===== config.mk =====
export PLATFORM = sky130hd
export DESIGN_NAME = csa_segmented_adder
export DESIGN_NICKNAME = d
export VERILOG_FILES = /design/src/rtl/csa_seq_pkg.sv /design/src/rtl/csa_block.sv /design/src/rtl/csa_segmented_adder.sv
export SDC_FILE = /design/constraint.sdc
export NUM_CORES = 1
export LEC_CHECK = 0
export ABC_AREA = 1
export BUFFER_PORTS_ARGS = -buffer_cell sky130_fd_sc_hd__buf_2
export CORE_UTILIZATION = 57
export CTS_BUF_LIST = sky130_fd_sc_hd__clkbuf_8
export CTS_CLUSTER_DIAMETER = 30
export DETAILED_ROUTE_END_ITERATION = 10
export HOLD_SLACK_MARGIN = 0.06
export PLACE_DENSITY_LB_ADDON = 0.15
export SYNTH_ARGS = -nofsm -noshare
export SYNTH_HDL_FRONTEND = slang
export SYNTH_SLANG_ARGS = --single-unit

===== constraint.sdc =====
create_clock -name clk -period 1.8 [get_ports clk]
set_input_delay 0.18 -clock clk [delete_from_list [all_inputs] [get_ports clk]]
set_output_delay 0.18 -clock clk [all_outputs]
set_load 0.005 [all_outputs]

===== src/rtl/csa_seq_pkg.sv =====
// Shared types and parameter legality helpers for the segmented conditional-sum adder.
package csa_seq_pkg;

  typedef enum logic [1:0] {
    IDLE = 2'd0,
    RUN  = 2'd1,
    DONE = 2'd2
  } csa_seq_state_t;

  localparam int unsigned NUM_LEGAL_SEG  = 7;
  localparam int unsigned MAX_DATA_WIDTH = 256;
  localparam int unsigned LEGAL_SEG_WIDTHS [NUM_LEGAL_SEG] = '{1, 2, 4, 8, 16, 32, 64};

  // True when w is one of the slice widths the csa_block tree supports.
  function automatic bit is_legal_seg_width(input int unsigned w);
    bit legal;
    legal = 1'b0;
    for (int unsigned i = 0; i < NUM_LEGAL_SEG; i++) begin
      if (LEGAL_SEG_WIDTHS[i] == w) legal = 1'b1;
    end
    return legal;
  endfunction

endpackage


===== src/rtl/csa_block.sv =====
// Combinational conditional-sum adder; width must be a power of two.
module csa_block #(
  parameter int unsigned DATA_WIDTH = 16
) (
  input  logic [DATA_WIDTH-1:0] i_a,
  input  logic [DATA_WIDTH-1:0] i_b,
  input  logic                  i_cin,
  output logic [DATA_WIDTH-1:0] o_sum_c,
  output logic                  o_cout_c
);

  localparam int unsigned LVLS = (DATA_WIDTH > 1) ? $clog2(DATA_WIDTH) : 0;

  // Each level merges pairs of groups: the upper half picks its carry-0/carry-1
  // precomputed sum using the lower half's conditional carries.
  function automatic logic [DATA_WIDTH:0] cond_sum(
    input logic [DATA_WIDTH-1:0] a,
    input logic [DATA_WIDTH-1:0] b,
    input logic                  cin
  );
    logic [DATA_WIDTH-1:0] s0, s1, k0, k1, nk0, nk1;
    int unsigned grp, half, lo;
    s0 = a ^ b;
    s1 = ~(a ^ b);
    k0 = a & b;
    k1 = a | b;
    for (int unsigned lvl = 1; lvl <= LVLS; lvl++) begin
      grp  = 32'(1) << lvl;
      half = grp >> 1;
      nk0  = '0;
      nk1  = '0;
      for (int unsigned g = 0; g < DATA_WIDTH / grp; g++) begin
        lo = g * grp;
        for (int unsigned j = half; j < grp; j++) begin
          {s1[lo+j], s0[lo+j]} = {(k1[2*g] ? s1[lo+j] : s0[lo+j]),
                                  (k0[2*g] ? s1[lo+j] : s0[lo+j])};
        end
        nk0[g] = k0[2*g] ? k1[2*g+1] : k0[2*g+1];
        nk1[g] = k1[2*g] ? k1[2*g+1] : k0[2*g+1];
      end
      k0 = nk0;
      k1 = nk1;
    end
    return cin ? {k1[0], s1} : {k0[0], s0};
  endfunction

  assign {o_cout_c, o_sum_c} = cond_sum(i_a, i_b, i_cin);

endmodule


===== src/rtl/csa_segmented_adder.sv =====
// Wide adder that streams SEG_WIDTH slices through one csa_block, carry registered between slices.
module csa_segmented_adder
  import csa_seq_pkg::*;
#(
  parameter int unsigned DATA_WIDTH = 64,
  parameter int unsigned SEG_WIDTH  = 16
) (
  input  logic                  clk,
  input  logic                  rst_n,
  input  logic                  in_valid,
  output logic                  in_ready,
  input  logic [DATA_WIDTH-1:0] in_a,
  input  logic [DATA_WIDTH-1:0] in_b,
  input  logic                  in_cin,
  output logic                  out_valid,
  input  logic                  out_ready,
  output logic [DATA_WIDTH-1:0] out_sum,
  output logic                  out_cout,
  output logic                  busy
);

  localparam int unsigned NSEG  = DATA_WIDTH / SEG_WIDTH;
  localparam int unsigned IDX_W = (NSEG > 1) ? $clog2(NSEG) : 1;
  localparam logic [IDX_W-1:0] LAST_IDX = IDX_W'(NSEG - 1);

  if (!is_legal_seg_width(SEG_WIDTH) || (DATA_WIDTH == 0) ||
      (DATA_WIDTH > MAX_DATA_WIDTH) || ((DATA_WIDTH % SEG_WIDTH) != 0)) begin : g_bad_params
    $error("csa_segmented_adder: illegal DATA_WIDTH=%0d / SEG_WIDTH=%0d", DATA_WIDTH, SEG_WIDTH);
  end

  csa_seq_state_t        r_state;
  csa_seq_state_t        w_state_nxt;
  logic [DATA_WIDTH-1:0] r_a;
  logic [DATA_WIDTH-1:0] r_b;
  logic [DATA_WIDTH-1:0] r_sum;
  logic                  r_carry;
  logic [IDX_W-1:0]      r_seg_idx;
  logic                  w_in_ready;
  logic                  w_load;
  logic                  w_step;
  logic [SEG_WIDTH-1:0]  w_seg_sum;
  logic                  w_seg_cout;
  logic [DATA_WIDTH-1:0] w_sum_shift;

  csa_block #(.DATA_WIDTH(SEG_WIDTH)) u_csa_block (
    .i_a      (r_a[SEG_WIDTH-1:0]),
    .i_b      (r_b[SEG_WIDTH-1:0]),
    .i_cin    (r_carry),
    .o_sum_c  (w_seg_sum),
    .o_cout_c (w_seg_cout)
  );

  // New slice enters at the MSB end so the finished word lands LSB-aligned.
  assign w_sum_shift = DATA_WIDTH'({w_seg_sum, r_sum} >> SEG_WIDTH);

  always_ff @(posedge clk or negedge rst_n) begin
    if (!rst_n) r_state <= IDLE;
    else        r_state <= w_state_nxt;
  end

  always_comb begin
    w_state_nxt = r_state;
    w_in_ready  = 1'b0;
    w_load      = 1'b0;
    w_step      = 1'b0;
    case (r_state)
      IDLE: begin
        w_in_ready = rst_n;
        if (in_valid && rst_n) begin
          w_load      = 1'b1;
          w_state_nxt = RUN;
        end
      end
      RUN: begin
        w_step = 1'b1;
        if (r_seg_idx == LAST_IDX) w_state_nxt = DONE;
      end
      DONE: begin
        w_in_ready = rst_n && out_ready;
        if (out_ready) begin
          w_state_nxt = IDLE;
          if (in_valid) begin
            w_load      = 1'b1;
            w_state_nxt = RUN;
          end
        end
      end
      default: w_state_nxt = IDLE;
    endcase
  end

  // Operand shift registers, running carry and segment counter.
  always_ff @(posedge clk or negedge rst_n) begin
    if (!rst_n) begin
      r_a       <= '0;
      r_b       <= '0;
      r_sum     <= '0;
      r_carry   <= 1'b0;
      r_seg_idx <= '0;
    end else if (w_load) begin
      r_a       <= in_a;
      r_b       <= in_b;
      r_carry   <= in_cin;
      r_seg_idx <= '0;
    end else if (w_step) begin
      r_a     <= r_a >> SEG_WIDTH;
      r_b     <= r_b >> SEG_WIDTH;
      r_sum   <= w_sum_shift;
      r_carry <= w_seg_cout;
      if (r_seg_idx != LAST_IDX) r_seg_idx <= r_seg_idx + IDX_W'(1);
    end
  end

  assign in_ready  = w_in_ready;
  assign out_valid = (r_state == DONE);
  assign busy      = (r_state == RUN);
  assign out_sum   = r_sum;
  assign out_cout  = r_carry;

endmodule


==> impl_metrics.env <==
export IMPL_p_seq_share_pct=31.5
export IMPL_clk_pin_slew_ps=100
export IMPL_track_usage_pct=33.08
export IMPL_syn_area_um2=9463
export IMPL_tightest_slew_ps=1040
export IMPL_core_area_um2=16060
export IMPL_cap_violations=0
export IMPL_grt_pass1_vias=8665
export IMPL_ys_warn_count=0
export IMPL_arrival_ps=2190
export IMPL_yosys_area_top_type="dfrtp_1"
export IMPL_netlist_instances=1090
export IMPL_drtAntennaViolNets=0
export IMPL_syn2layout_area_growth_pct=37.75
export IMPL_rsz0062_at_grt="true"
export IMPL_insertion_delay_ps=490
export IMPL_rrSetupSlack_ps=30
export IMPL_power_frac_clock_pct=11.8
export IMPL_path_common_cell="nand2_4"
export IMPL_worstRegToRegCells=12
export IMPL_slowest_stage="dfrtp_1"
export IMPL_routed_via_density=5.604
export IMPL_vias=9207
export IMPL_synth_edf_count=0
export IMPL_cp_required_ps=2210
export IMPL_htree_levels=4
export IMPL_drt_pass1_iterations=6
export IMPL_worstHoldStart="in_a[0]"
export IMPL_clock_sinks=197
export IMPL_initialDrtViolationCount=815
export IMPL_final_setup_skew_ps=13.39
export IMPL_status="finished, final reports clean"
export IMPL_ys_flop_type="dfrtp_1"
export IMPL_max_freq_mhz=564.2
export IMPL_holdPathStages=4
export IMPL_clk_path_buf_depth=2
export IMPL_path_buf_inv=1
export IMPL_syn_nets=1256
export IMPL_placed_area_um2=10740
export IMPL_start_util_pct=58.93
export IMPL_p_sw_mw=11.27
export IMPL_die_h_um=130.8
export IMPL_intPower_mw=13.43
export IMPL_grt_pass1_wl_mm=42.88
export IMPL_clock_tree_root_cell="clkbuf_8"
export IMPL_final_layout_size_suffix_gt1_share_pct=26.04
export IMPL_finalPower_mw=24.69
export IMPL_ir_worst_vdd_mv=1.055
export IMPL_cts_tree="built"
export IMPL_holdCritPathClass="in -> reg"
export IMPL_synthDistinctLibCells=30
export IMPL_grt_max_degree=198
export IMPL_nets=1578
export IMPL_worstReg2RegEnd="out_sum[57]$_DFFE_PN0P_"
export IMPL_synth_most_common_cell="nand2_1"
export IMPL_relSlewSlack_pct=30.67
export IMPL_holdPathEnd="r_a[0]$_DFFE_PN0P_"
export IMPL_cp_max_fo=7
export IMPL_gp_congestion=0.9054
export IMPL_r2r_start="r_b[4]$_DFFE_PN0P_"
export IMPL_crit_type="reg -> reg"
export IMPL_final_setup_viol_count=0
export IMPL_antenna_found_initial=2
export IMPL_crit_chain="ha_4, nand2_1, inv_1, nor2_2, nand2_1, nand2_2, nand2_4, nand2_4, nand2_4, nand3_1, nand3_1, o21ai_0"
export IMPL_endpoint_kind="flip-flop"
export IMPL_finalMaxSlewViolations=0
export IMPL_avgSynthCellArea_um2=8.681
export IMPL_cts_buffers=17
export IMPL_cp_top_family="simple AND/OR/NAND/NOR gates"
export IMPL_grt_overflow=0
export IMPL_wirelength_mm=28.52
export IMPL_port_buffers=200
export IMPL_min_period_ps=1772
export IMPL_synth_top_cell_area_share_pct=52.10
export IMPL_ios=201
export IMPL_max_stage_delay_ps=440
export IMPL_ys_seq_elements=197
export IMPL_hold_viol_final=0
export IMPL_row_count=46
export IMPL_die_w_um=130.8
export IMPL_stdcell_area_um2=13040
export IMPL_pwr_share_comb_pct=56.7
export IMPL_finalCritPeriodShare_pct=98.46
export IMPL_powerDensity_nw_per_um2=1894
export IMPL_yosysSeqAreaShare_pct=52.10
export IMPL_setup_tns_final_ps=0
export IMPL_synthTopCellsByArea="dfrtp_1 52%, nand2_1 11%, o21ai_0 6.1%"
export IMPL_leakagePower_nw=6.375
export IMPL_switching_share_pct=45.63
export IMPL_dp_hpwl_mm=16.22
export IMPL_dieArea_um2=17120
export IMPL_drcViolationCount=0
export IMPL_cp_start_kind="flip-flop"
export IMPL_synth_common_cells="266 x nand2_1, 197 x dfrtp_1, 115 x o21ai_0, 78 x inv_1, 76 x nor2_1"
export IMPL_fill_cells=951
export IMPL_wl_per_cell_um=17.36
export IMPL_async_reset_ff_share_pct=100.0
## state kept, by name (all words and copies together) (netlist names)
register,count
r_a,64
r_b,64
r_seg_idx,2
out_sum,64
r_state,2
out_cout,1
## power by group through the flow
| stage | clock [mW] | sequential [mW] | combinational (mW) |
|---|---|---|---|
| floorplan | 0 | 7.49 | 8.11 |
| global placement | 0 | 7.59 | 11.1 |
| detailed placement | 0 | 7.68 | 11.4 |
| CTS | 2.93 | 7.59 | 11.8 |
| global route | 3.11 | 7.96 | 15.5 |
| finish | 2.93 | 7.77 | 14.0 |
## metal layers
layer	track usage (%)	routed length, um	vias up
li1	-	-	4261
met1	40.73	11200	4353
met2	54.34	14050	491
met3	7.410	1871	102
met4	18.05	1403	0
met5	0	0	-
## cells in the final DEF (no fill, tap or decap), types with 3 or more instances in the layout
| cell | count |
|---|---|
| nand2_1 | 239 |
| buf_2 | 199 |
| dfrtp_1 | 196 |
| dlygate4sd3_1 | 130 |
| o21ai_0 | 110 |
| nor2_1 | 71 |
| a21oi_1 | 64 |
| inv_1 | 63 |
| o21ai_1 | 53 |
| a22oi_1 | 32 |
| a22o_1 | 30 |
| nand3_1 | 20 |
| inv_2 | 19 |
| nand2_2 | 19 |
| clkbuf_8 | 19 |
| buf_4 | 19 |
| ha_4 | 14 |
| nand2_4 | 13 |
| xor2_1 | 13 |
| ha_1 | 12 |
| xnor2_1 | 11 |
| buf_12 | 9 |
| o21ai_4 | 8 |
| ha_2 | 7 |
| nor2_2 | 6 |
| o21ai_2 | 6 |
| nand3_2 | 6 |
| clkinvlp_4 | 5 |
| nand3b_1 | 4 |
| inv_6 | 4 |
| o211ai_1 | 3 |
| or2_2 | 3 |
## cell families (layout without fill, tap and decap cells)
family	count (synthesis)	in the layout	synth area share (%)
simple gates	385	385	16.25
compound gates	308	308	18.59
flops	197	197	52.10
buf+inv	141	476	6.294
fa+ha+maj	33	33	4.363
xor+xnor	26	26	2.406
other cells	0	2	0
## worst max path at each step
| stage | slack (ps) | startpoint | depth (start not counted) | endpoint |
|---|---|---|---|---|
| after floorplan | 210 | r_a[2]$_DFFE_PN0P_ | 12 | out_cout$_DFFE_PN0P_ |
| after global placement | 30 | r_a[2]$_DFFE_PN0P_ | 10 | out_sum[57]$_DFFE_PN0P_ |
| after detailed placement | -60 | r_a[2]$_DFFE_PN0P_ | 10 | out_sum[57]$_DFFE_PN0P_ |
| after CTS | 9 | r_state[0]$_DFFE_PN0P_ | 4 | busy |
| after global routing | -80 | r_b[4]$_DFFE_PN0P_ | 14 | out_sum[62]$_DFFE_PN0P_ |
| final | 30 | r_b[4]$_DFFE_PN0P_ | 12 | out_sum[57]$_DFFE_PN0P_ |
## stage by stage
stage          util [%]  instances  hold WS (ps)  setup slack (ps)
2_1_floorplan         -       1090        -115.6             205.2
3_5_place_dp      66.91       1472         403.3            -60.00
3_3_place_gp      66.91       1472         398.3             32.29
5_1_grt           81.16       1642         97.21            -79.98
6_report          81.18       1643         106.7             27.65
4_1_cts           77.69       1634         103.6             9.289
## tightest hold or removal path: stages
cell and delay [ps]:
buf_2 80, a22oi_1 70, buf_4 150, o21ai_0 70
## area by class of cell
class | count | area (um^2) | share of cell area (%)
Sequential cell | 197 | 4931 | 37.83
Multi-Input combinational cell | 752 | 4433 | 34.01
Timing Repair Buffer | 361 | 2681 | 20.57
Inverter | 83 | 316.6 | 2.428
Tap cell | 216 | 270.3 | 2.073
Clock buffer | 18 | 247.7 | 1.901
Clock inverter | 14 | 150.1 | 1.152
Antenna cell | 2 | 5.005 | 0.03840
## what timing repair did
item                                    in CTS  in global routing
resized for setup                           11                123
endpoints found under the setup margin       8                 13
cloned                                       0                  1
endpoints found under the hold margin      326                  0
setup buffers                                0                  6
hold buffers                               130                  0
pin swaps                                    0                 28
No activity file was read; power rests on OpenSTA's default activity.
